`src/rtl/savg_stream.sv`:
```
// Streaming signed averager over 2^LOG2N samples, block or sliding-window mode,
// valid/ready on both sides with a one-deep registered result.
module savg_stream #(
  parameter int DATAWIDTH = 16,
  parameter int LOG2N     = 3
) (
  input  logic                        clk,
  input  logic                        rst,
  input  logic                        mode,
  input  logic                        in_valid,
  input  logic signed [DATAWIDTH-1:0] in_data,
  output logic                        in_ready,
  output logic                        out_valid,
  input  logic                        out_ready,
  output logic signed [DATAWIDTH-1:0] avg
);

  localparam int ACCWIDTH = DATAWIDTH + LOG2N;
  localparam int N        = 1 << LOG2N;

  localparam logic [LOG2N-1:0] CNT_LAST  = LOG2N'(N - 1);
  localparam logic [LOG2N:0]   FILL_FULL = (LOG2N + 1)'(N);
  localparam logic [LOG2N:0]   FILL_LAST = (LOG2N + 1)'(N - 1);

  logic                        r_mode_q;
  logic signed [ACCWIDTH-1:0]  r_acc;
  logic [LOG2N-1:0]            r_cnt;
  logic [LOG2N:0]              r_fill;
  logic [LOG2N-1:0]            r_wr_ptr;
  logic signed [DATAWIDTH-1:0] r_buf [N];
  logic signed [DATAWIDTH-1:0] r_avg;
  logic                        r_out_valid;

  logic                        w_mode_chg;
  logic                        w_accept;
  logic                        w_load;
  logic signed [DATAWIDTH-1:0] w_old;
  logic signed [ACCWIDTH-1:0]  w_sum_blk;
  logic signed [ACCWIDTH-1:0]  w_sum_sld;

  // Floor division by N; the mean of in-range samples always fits DATAWIDTH.
  function automatic logic signed [DATAWIDTH-1:0] mean_of(input logic signed [ACCWIDTH-1:0] s);
    logic signed [ACCWIDTH-1:0] q;
    q = s >>> LOG2N;
    return q[DATAWIDTH-1:0];
  endfunction

  assign w_mode_chg = (mode != r_mode_q);
  assign in_ready   = rst && !w_mode_chg && (!r_out_valid || out_ready);
  assign w_accept   = in_valid && in_ready;

  // The sample leaving the window only counts once the buffer is full.
  assign w_old     = (r_fill == FILL_FULL) ? r_buf[r_wr_ptr] : '0;
  assign w_sum_blk = r_acc + ACCWIDTH'(in_data);
  assign w_sum_sld = r_acc + ACCWIDTH'(in_data) - ACCWIDTH'(w_old);

  assign w_load = w_accept && (r_mode_q ? (r_fill >= FILL_LAST) : (r_cnt == CNT_LAST));

  always_ff @(posedge clk or negedge rst) begin
    if (!rst) begin
      r_mode_q <= 1'b0;
      r_acc    <= '0;
      r_cnt    <= '0;
      r_fill   <= '0;
      r_wr_ptr <= '0;
    end else if (w_mode_chg) begin
      r_mode_q <= mode;
      r_acc    <= '0;
      r_cnt    <= '0;
      r_fill   <= '0;
      r_wr_ptr <= '0;
    end else if (w_accept) begin
      if (!r_mode_q) begin
        if (r_cnt == CNT_LAST) begin
          r_acc <= '0;
          r_cnt <= '0;
        end else begin
          r_acc <= w_sum_blk;
          r_cnt <= r_cnt + 1'b1;
        end
      end else begin
        r_acc    <= w_sum_sld;
        r_wr_ptr <= r_wr_ptr + 1'b1;
        if (r_fill != FILL_FULL) r_fill <= r_fill + 1'b1;
      end
    end
  end

  // Window storage needs no reset: fill decides whether an entry is live.
  always_ff @(posedge clk) begin
    if (w_accept && r_mode_q) r_buf[r_wr_ptr] <= in_data;
  end

  always_ff @(posedge clk or negedge rst) begin
    if (!rst) begin
      r_avg       <= '0;
      r_out_valid <= 1'b0;
    end else if (w_load) begin
      r_avg       <= r_mode_q ? mean_of(w_sum_sld) : mean_of(w_sum_blk);
      r_out_valid <= 1'b1;
    end else if (r_out_valid && out_ready) begin
      r_out_valid <= 1'b0;
    end
  end

  assign avg       = r_avg;
  assign out_valid = r_out_valid;

endmodule
```
`config.mk`:
```
export PLATFORM = sky130hd
export DESIGN_NAME = savg_stream
export DESIGN_NICKNAME = d
export VERILOG_FILES = /design/src/rtl/savg_stream.sv
export SDC_FILE = /design/constraint.sdc
export NUM_CORES = 1
export LEC_CHECK = 0
export ABC_AREA = 1
export CORE_ASPECT_RATIO = 1.4
export CORE_MARGIN = 4
export CORE_UTILIZATION = 59
export CTS_CLUSTER_DIAMETER = 30
export CTS_CLUSTER_SIZE = 14
export DETAILED_ROUTE_END_ITERATION = 16
export PLACE_DENSITY = 0.82
export SLEW_MARGIN = 20
export SYNTH_ARGS = -nofsm -noshare
export SYNTH_HDL_FRONTEND = slang
export SYNTH_SLANG_ARGS = --single-unit
```
`constraint.sdc`:
```
create_clock -name clk -period 5.2 [get_ports clk]
set_input_delay 1.04 -clock clk [delete_from_list [all_inputs] [get_ports clk]]
set_output_delay 1.04 -clock clk [all_outputs]
set_load 0.1 [all_outputs]
```
# After elaboration in Yosys (flattened, before gate mapping)
# Memory sizes are Yosys's and may differ from the RTL's.
# Index checks and enable logic that the tools add are counted.
op_classes:
  addsub: 5
  n_lt_le_gt_ge: 1
  eq_ne: 5
  mux: 22
  n_reduce_logical: 16
op_table:
  columns: ["cell", "count"]
  rows:
  - ["19-bit 2-to-1 mux", 4]
  - ["16-bit 2-to-1 mux", 2]
  - ["3-bit 2-to-1 mux", 7]
  - ["19-bit by 16-bit adder with 19-bit output", 1]
  - ["19-bit by 16-bit subtractor with 19-bit output", 1]
  - ["4-bit 2-to-1 mux", 4]
  - ["2-bit nonzero test", 4]
  - ["3-bit by 1-bit adder with 3-bit output, second input constant", 2]
  - ["1-bit logical AND", 6]
  - ["1-bit 2-to-1 mux", 5]
  - ["4-bit by 1-bit adder with 4-bit output, second input constant", 1]
  - ["4-bit == test, second input constant", 1]
  - ["4-bit by 3-bit >= comparator with 1-bit output, second input constant", 1]
  - ["4-bit inequality test, second input constant", 1]
  - ["2-bit AND reduction", 2]
  - ["3-bit == test, second input constant", 1]
  - ["3-bit AND reduction", 1]
  - ["1-bit logical NOT", 2]
  - ["2-bit by 1-bit inequality test with 1-bit output, second input constant", 1]
  - ["1-bit logical OR", 1]
  - ["1-bit inequality test", 1]
totals:
  ff_bits: 47
  mem_bits_rw: 128
  input_bits: 21
  output_inout_bits: 18
  wordCells: 57
  memories: 1
mem_list:
  columns: ["memory", "words", "word_bits", "read_ports", "rd_clocked_by_memory_dff", "wr", "line_no", "text"]
  rows:
  - ["r_buf", 8, 16, 1, 0, 1, "30", "logic signed [DATAWIDTH-1:0] r_buf [N];"]

# Longest topological paths before layout
# Gate-level depths: netlist (run 1).
depth:
  ltp_word: 8
  mapped_depth: 26
  depth_no_buf: 26

# Worst setup path before layout (run 1)
# OpenSTA, ideal clock, no wires.
synth_path:
  path_type: "input to register"
  startpoint: "input mode"
  endpoint: "memory r_buf[0][0], enable pin"
  setup_time_ps: 430
  t_arrival_ps: 3527
  required_time_ps: 4770
  slack_ps: 1242
  stages: 7
  path_buffers: 0
  cell_sequence: "inv_1 -> ha_1 -> clkinv_1 -> nand4_4 -> inv_1 -> nand2_1 -> nor4_1"
synth_via:
  elab_chain_cells: 8
synth_rtl:
  columns: ["element", "line_no", "text"]
  rows:
  - ["start, declared", "9", "input logic mode,"]
  - ["1-bit inequality test", "48", "assign w_mode_chg = (mode != r_mode_q);"]
  - ["net w_mode_chg", "34", "logic w_mode_chg;"]
  - ["1-bit logical NOT", "49", "assign in_ready = rst && !w_mode_chg && (!r_out_valid || out_ready);"]
  - ["1-bit logical AND (2 in series)", "49", null]
  - ["1-bit logical AND", "50", "assign w_accept = in_valid && in_ready;"]
  - ["1-bit logical AND", "91", "if (w_accept && r_mode_q) r_buf[r_wr_ptr] <= in_data;"]
  - ["1-bit 2-to-1 mux", "91", null]
  - ["1-bit 2-to-1 mux (implied by the code)", "91", null]
  - ["end, declared", "30", null]
# The timed path passes the listed nets, and every way through them passes these cells.

# Final worst setup path (run 1)
layout_path:
  startpoint: "input in_data[0]"
  endpoint: "register r_acc[13]"
layout_via:
  elab_chain_cells: 5
  word_cells_on_any_way: 6
  classes_between: "add/sub: 2; mux: 4"
layout_rtl:
  columns: ["element", "line_no", "text"]
  rows:
  - ["start, declared", "11", "input logic signed [DATAWIDTH-1:0] in_data,"]
  - ["19-bit by 16-bit adder with 19-bit output (*)", "54, 55", null]
  - ["19-bit by 16-bit subtractor with 19-bit output / 19-bit 2-to-1 mux (equally long branches)", "55, 74", null]
  - ["19-bit 2-to-1 mux (*)", "73", "if (!r_mode_q) begin"]
  - ["19-bit 2-to-1 mux (*)", "72", "end else if (w_accept) begin"]
  - ["19-bit 2-to-1 mux (*)", "66", "end else if (w_mode_chg) begin"]
  - ["end signal, assigned", "78", "r_acc <= w_sum_blk;"]
  - ["end signal, assigned", "82", "r_acc <= w_sum_sld;"]
  - ["end, declared", "26", "logic signed [ACCWIDTH-1:0] r_acc;"]
# Every way passes the cells marked *; elsewhere a longest branch is shown, timed or not. The select of a mux whose other input is x is not followed.
# A chain may end at the register's enable or synchronous reset.

==> results of run 1 <==
-- worst paths after layout --
| check | slack [ns] | endpoint | from | depth (start not counted) |
|---|---|---|---|---|
| hold / removal | 0.49 | avg[5] | avg[5] | 2 |
| setup reg to reg | 0.87 | r_acc[9] | r_wr_ptr[1] | 18 |
| max in group asynchronous | 3.89 | r_acc[9] | rst | 2 |
| hold reg to reg | 0.49 | avg[5] | avg[5] | 2 |
| min in group asynchronous | 0.88 | out_valid | rst | 2 |
| setup / recovery | 0.73 | r_acc[13] | in_data[0] | 20 |
-- where the power goes --
group          leakage, nW  internal (mW)  total, mW  switching [mW]
Sequential            1.79           1.65       1.77           0.125
Clock                0.288          0.644       1.27           0.622
Combinational         2.42           1.14       3.48            2.35
Total                 4.50           3.43       6.52            3.10
-- layout by cell type (no fill, tap or decap), types with 13 or more instances in the layout --
master	instances
nand3_1	69
o21ai_0	54
ha_1	43
clkdlybuf4s50_1	36
buf_4	30
edfxtp_1	128
dfrtp_1	47
nand4_1	13
nor2_1	73
inv_1	96
nand2_1	261
a21oi_1	41
clkbuf_16	17
-- per-stage QoR --
step	setup WS, ns	power [mW]	cells
finish	0.727	6.52	1250
global route	0.438	6.96	1250
CTS	0.762	6.48	1250
detailed placement	0.314	5.20	1218
global placement	0.327	5.16	1218
floorplan	1.24	4.25	982
-- layer usage --
metal / up-vias / GRT usage / share of wire / wire (um)
li1: 3523 / - / - / -
met1: 3686 / 0.335 / 0.34 / 9100
met2: 409 / 0.544 / 0.52 / 13700
met3: 120 / 0.0524 / 0.071 / 1890
met4: 0 / 0.203 / 0.066 / 1750
met5: - / 0 / 0 / 0
-- cells by family after synthesis --
kind of cell / Yosys count / synth area share
AO/OA/AOI/OAI: 172 / 0.117
AND/OR/NAND/NOR: 450 / 0.209
flip-flops: 175 / 0.545
adder cells (fa/ha/maj): 45 / 0.0627
XOR/XNOR: 13 / 0.0124
buffers and inverters: 127 / 0.0550
-- cells in the mapped netlist, types with 10 or more instances --
master,count,share of area
a21oi_1,41,0.022
a31oi_1,10,0.0068
dfrtp_1,47,0.13
edfxtp_1,128,0.42
ha_1,43,0.058
inv_1,96,0.039
nand2_1,261,0.11
nand3_1,69,0.037
nand4_1,13,0.0088
nor2_1,73,0.030
o2111ai_1,10,0.0095
o21ai_0,54,0.029
xor2_1,10,0.0095
-- critical path, delay by kind of cell --
family	cells	cell delay (ns)
compound gates	5	1.06
xor+xnor	1	0.27
fa+ha+maj	3	0.99
buf+inv	2	0.62
simple gates	9	0.83
-- state kept, by name (all words and copies together), names as in the netlist --
name,flops
r_fill,4
r_buf,128
out_valid,1
r_acc,19
avg,16
r_wr_ptr,3
r_cnt,3
r_mode_q,1
-- layout make-up --
class / instances / area [um^2]
Clock inverter: 15 / 166
Timing Repair Buffer: 67 / 591
Inverter: 104 / 390
Sequential cell: 175 / 5020
Tap cell: 192 / 240
Fill cell: 1144 / 4650
Multi-Input combinational cell: 680 / 3700
Clock buffer: 17 / 425
==> run summary, run 1 <==
Status -> finished, final reports clean
N_diodes -> 0
P_leak -> 4.50 nW
Syn Nets -> 1,048
Crit end category -> flop
Crit-path max FO -> 5
Synth cell types -> 49
DIE WIDTH -> 114 um
Die ar. -> 17,700 um^2
Worst hold-check path type -> reg2reg
Max incr delay on CP -> 0.54 ns
First-pass GRT wire length -> 41,100 um
Max Slew Vio Count -> 0
Cell area after layout -> 10,500 um^2
Fin nets -> 1,111
Post-route ant nets -> 0
Worst vdd ir -> 0.555 mV
CP required -> 5.53 ns
CTS Buf Count -> 17
Post-synthesis cell count -> 982
DPL Wire Length -> 18,600 um
Sequential area share after synthesis -> 0.545
Minimum clock period -> 4.47 ns
Vias in the first global route -> 7,698
Setup Fix Bufs, Post-CTS -> 0
Post-Route WL -> 26,400 um
Vias per cell -> 6.19
First-iteration detailed-routing DRC count -> 604
Power density cells -> 619 nW/um^2
Initial Util -> 0.607
Hold buffers post-CTS -> 0
Clock tree sinks -> 175
Core Area -> 15,200 um^2
Placed cell areas -> 9950 um^2
Hold Violations, Final -> 0
All-layer global routing usage -> 0.307
H-Tree Depth -> 4
Number of synthesized register bits -> 175
Crit-path most repeated cell -> nand2_1
First drt pass iteration count -> 8
Post-synth top flop -> edfxtp_1
Layout cells sized above 1 -> 0.0832
DR DRC count -> 0
Clock skew -> 0.0100 ns
Cell Area, Synth -> 9220 um^2
IO Port Bufs -> 38
Post-cts gate resize count -> 0
Wire per inst -> 21.2 um
Async S/R FF share, synth -> 0.269
Gpl congestion -> 1.00
Final TNS setup -> 0 ns
WS Path Type -> in2reg
Ys Warns -> 0
Cell chain of the critical path -> clkdlybuf4s50_1 -> ha_1 -> fa_1 -> nand2_1 -> o21ai_2 -> nand2_1 -> nand2_1 -> nand3_1 -> nand2_2 -> xor2_1 -> inv_1 -> ha_1 -> a21oi_1 -> o21a_1 -> o21a_1 -> nand2_1 -> o21ai_1 -> nand2_1 -> nand3_1 -> nand2_1
DR vias -> 7,738
Final period utilization -> 0.860
RSZ-0062 raised after global routing -> no
Avg Inst Size Synth -> 9.39 um^2
Final setup fails -> 0
Worst Path Arrival -> 4.80 ns
Critical path startpoint category -> primary input
Utilization after layout -> 0.694
Synthesis-to-finish area growth -> 14.3%
CTS tree -> done
Global route total overflow -> 0
Num ports -> 39
Clock Path Buffers -> 2
Clk slew on worst S/H paths -> 0.07 ns
Placement row count -> 53
Slew @ Worst Pin -> 0.996 ns
Hold_ws -> 0.492 ns
Max frequency -> 0.224 GHz
Die H -> 156 um
Max_slew headroom -> 0.334
Critical path's slowest cell -> clkdlybuf4s50_1
Worst-Skew Late Latency -> 0.44 ns
CTS root buf -> clkbuf_16
Post-synth EDFFs -> 128
Initial antenna violation count -> 0
Largest net degree at the start of global routing -> 48
Max-cap violations -> 0
Power figures use the tool's default switching activity.
==> run 2: changes to the inputs <==
Settings changed: CORE_ASPECT_RATIO 1.4 to 0.6.
==> run 2 against run 1 <==
  * Sequential share of layout area is essentially flat
  * Sequential power about the same
  * Flip-flop and latch count unchanged
  * Critical endpoint is now avg[13]
  * Largest cell class unchanged
  * Highest routed layer unchanged
==> run summary, run 2 (synthesis gave the netlist of run 1 again) <==
Max incr delay on CP -> 0.66 ns (was 0.54 ns)
Fin nets -> 1,111 (unchanged)
CTS tree -> done (unchanged)
Hold Violations, Final -> 0 (unchanged)
Layout cells sized above 1 -> 0.0841 (was 0.0832)
Seq. cell area -> 5020 um^2 (unchanged)
Worst Path Arrival -> 5.13 ns (was 4.80 ns)
DR DRC count -> 0 (unchanged)
Initial antenna violation count -> 0 (unchanged)
Final TNS setup -> 0 ns (unchanged)
Total power -> 6.63 mW (was 6.52 mW)
Placed cell areas -> 9960 um^2 (was 9950 um^2)
Crit end category -> flop (unchanged)
Clock Path Buffers -> 2 (unchanged)
DPL Wire Length -> 18,800 um (was 18,600 um)
First-iteration detailed-routing DRC count -> 1,286 (was 604)
Final period utilization -> 0.925 (was 0.860)
P_leak -> 4.48 nW (was 4.50 nW)
Commonest cells after routing, fill and taps aside -> nand2_1 (261), edfxtp_1 (128), inv_1 (96), nor2_1 (73), nand3_1 (69) (unchanged)
Crit-path most repeated cell -> nand2_1 (unchanged)
Vias in the first global route -> 7,077 (was 7,698)
Area of the multi-input gates -> 3710 um^2 (was 3700 um^2)
DIE WIDTH -> 169 um (was 114 um)
H-Tree Depth -> 4 (unchanged)
Commonest non-fill, non-tap cell in the layout -> nand2_1 (unchanged)
Num ports -> 39 (unchanged)
N_diodes -> 0 (unchanged)
Hold buffers post-CTS -> 0 (unchanged)
Crit-path max FO -> 9 (was 5)
Cell area after layout -> 10,500 um^2 (about the same)
Max_slew headroom -> 0.336 (was 0.334)
Hold_sp -> avg[6] (was avg[5])
Post-Route WL -> 26,200 um (was 26,400 um)
Core Area -> 15,300 um^2 (was 15,200 um^2)
Critical path's slowest cell -> clkdlybuf4s50_1 (unchanged)
CP required -> 5.52 ns (was 5.53 ns)
Global route total overflow -> 0 (unchanged)
Status -> finished, final reports clean (unchanged)
CTS root buf -> clkbuf_16 (unchanged)
Wire per inst -> 20.8 um (was 21.2 um)
Critical path startpoint category -> primary input (unchanged)
RSZ-0062 raised after global routing -> no (unchanged)
Vias per cell -> 6.09 (was 6.19)
Max reg flops -> 128 (unchanged)
First-pass GRT wire length -> 40,800 um (was 41,100 um)
Clock tree sinks -> 175 (unchanged)
All-layer global routing usage -> 0.301 (was 0.307)
Largest reg by FF count -> r_buf (unchanged)
Worst vdd ir -> 0.402 mV (was 0.555 mV)
Final setup fails -> 0 (unchanged)
Cell chain of the critical path -> clkdlybuf4s50_1 -> ha_2 -> fa_1 -> nand2_1 -> o21ai_2 -> nand2_1 -> nand2_1 -> nand3_1 -> nand2_2 -> xor2_1 -> inv_1 -> ha_1 -> nand2_1 -> nor2_1 -> nand3_1 -> nand3_1 -> a21oi_1 -> or2_2 -> nand3_1 -> nand2_1 -> nand2_1 -> nand2_1 (was clkdlybuf4s50_1 -> ha_1 -> fa_1 -> nand2_1 -> o21ai_2 -> nand2_1 -> nand2_1 -> nand3_1 -> nand2_2 -> xor2_1 -> inv_1 -> ha_1 -> a21oi_1 -> o21a_1 -> o21a_1 -> nand2_1 -> o21ai_1 -> nand2_1 -> nand3_1 -> nand2_1)
WHS Path Cells -> 2 (unchanged)
Worst hold-check path type -> reg2reg (unchanged)
R2R depth -> 19 (was 18)
Crit Reg-Reg Startpoint -> r_wr_ptr[0] (was r_wr_ptr[1])
WS Path Type -> in2reg (unchanged)
Placed cells -> 1,229 (was 1,218)
DR vias -> 7,683 (was 7,738)
Power density cells -> 629 nW/um^2 (was 619 nW/um^2)
Initial Util -> 0.601 (was 0.607)
Minimum clock period -> 4.81 ns (was 4.47 ns)
Fill cells -> 1,195 (was 1,144)
CP Launch Point -> in_data[0] (unchanged)
Die ar. -> 17,800 um^2 (was 17,700 um^2)
Synthesis-to-finish area growth -> 14.3% (about the same)
Largest net degree at the start of global routing -> 49 (was 48)
Placement row count -> 35 (was 53)
Die H -> 105 um (was 156 um)
Non-Filler Instances -> 1,261 (was 1,250)
Max-cap violations -> 0 (unchanged)
Clock skew -> 0.0228 ns (was 0.0100 ns)
First drt pass iteration count -> 5 (was 8)
Max Slew Vio Count -> 0 (unchanged)
Max frequency -> 0.208 GHz (was 0.224 GHz)
Clk slew on worst S/H paths -> 0.07 ns (about the same)
Worst-Skew Late Latency -> 0.44 ns (about the same)
Slew @ Worst Pin -> 0.996 ns (about the same)
CTS Buf Count -> 17 (unchanged)
Hold_ws -> 0.485 ns (was 0.492 ns)
Post-route ant nets -> 0 (unchanged)
Gpl congestion -> 1.04 (was 1.00)
IO Port Bufs -> 38 (unchanged)
run 2: cell count changes in the layout (fill, tap and decap cells not counted):
cell        previous run  this run
nor3_2                 2         3
clkinv_4               4         0
inv_8                  4         2
clkinv_2               0         1
clkinv_8               4         1
nor3_1                 8         7
clkinv_1               4         5
ha_1                  43        42
clkinvlp_4             0         2
ha_2                   0         1
bufinv_16              0         1
inv_6                  2         6
run 2: worst max-delay path: cells and delay by family:
family | cells | cell delay [ns]
and+or+nand+nor | 14 | 1.70
adders and majority gates | 3 | 0.98
buffers and inverters | 2 | 0.74
AOI/OAI and AO/OA | 2 | 0.33
xor gates and xnor gates | 1 | 0.33
run 2: per-layer routing:
layer | global-route usage | vias to the layer above | wire [um]
li1 | - | 3513 | -
met1 | 0.492 | 3614 | 11900
met2 | 0.396 | 502 | 10400
met3 | 0.0847 | 54 | 3500
met4 | 0.0569 | 0 | 406
met5 | 0 | - | 0
run 2: metrics by stage:
step / util / worst slack, ns
4_1_cts: 0.687 / 0.426
3_5_place_dp: 0.650 / 0.0215
3_3_place_gp: 0.650 / -0.0545
2_1_floorplan: - / 1.24
5_1_grt: 0.688 / 0.0531
6_report: 0.688 / 0.391
run 2: path summary, 6_finish.rpt:
path | endpoint | slack, ns
worst max-delay path | avg[13] | 0.39
worst min-delay path | avg[6] | 0.49
worst max register to register | r_acc[8] | 0.77
worst min register to register | avg[6] | 0.49
max in group asynchronous | r_acc[8] | 3.94
min in group asynchronous | r_fill[1] | 0.79
run 2: cell type report:
class | instances | area share
Multi-Input combinational cell | 680 | 0.352
Clock buffer | 17 | 0.0404
Timing Repair Buffer | 67 | 0.0560
Tap cell | 203 | 0.0241
Sequential cell | 175 | 0.476
Inverter | 104 | 0.0370
Clock inverter | 15 | 0.0141
run 2: power by group:
group          switching (mW)  internal [mW]  total (mW)
registers               0.138           1.65        1.78
logic                    2.45           1.13        3.58
clock network           0.591          0.675        1.27
total                    3.18           3.45        6.63
run 2: repair_timing:
action,4_1_cts,5_1_grt
resized for setup,0,2
setup endpoints to repair,0,2
setup buffers,0,0
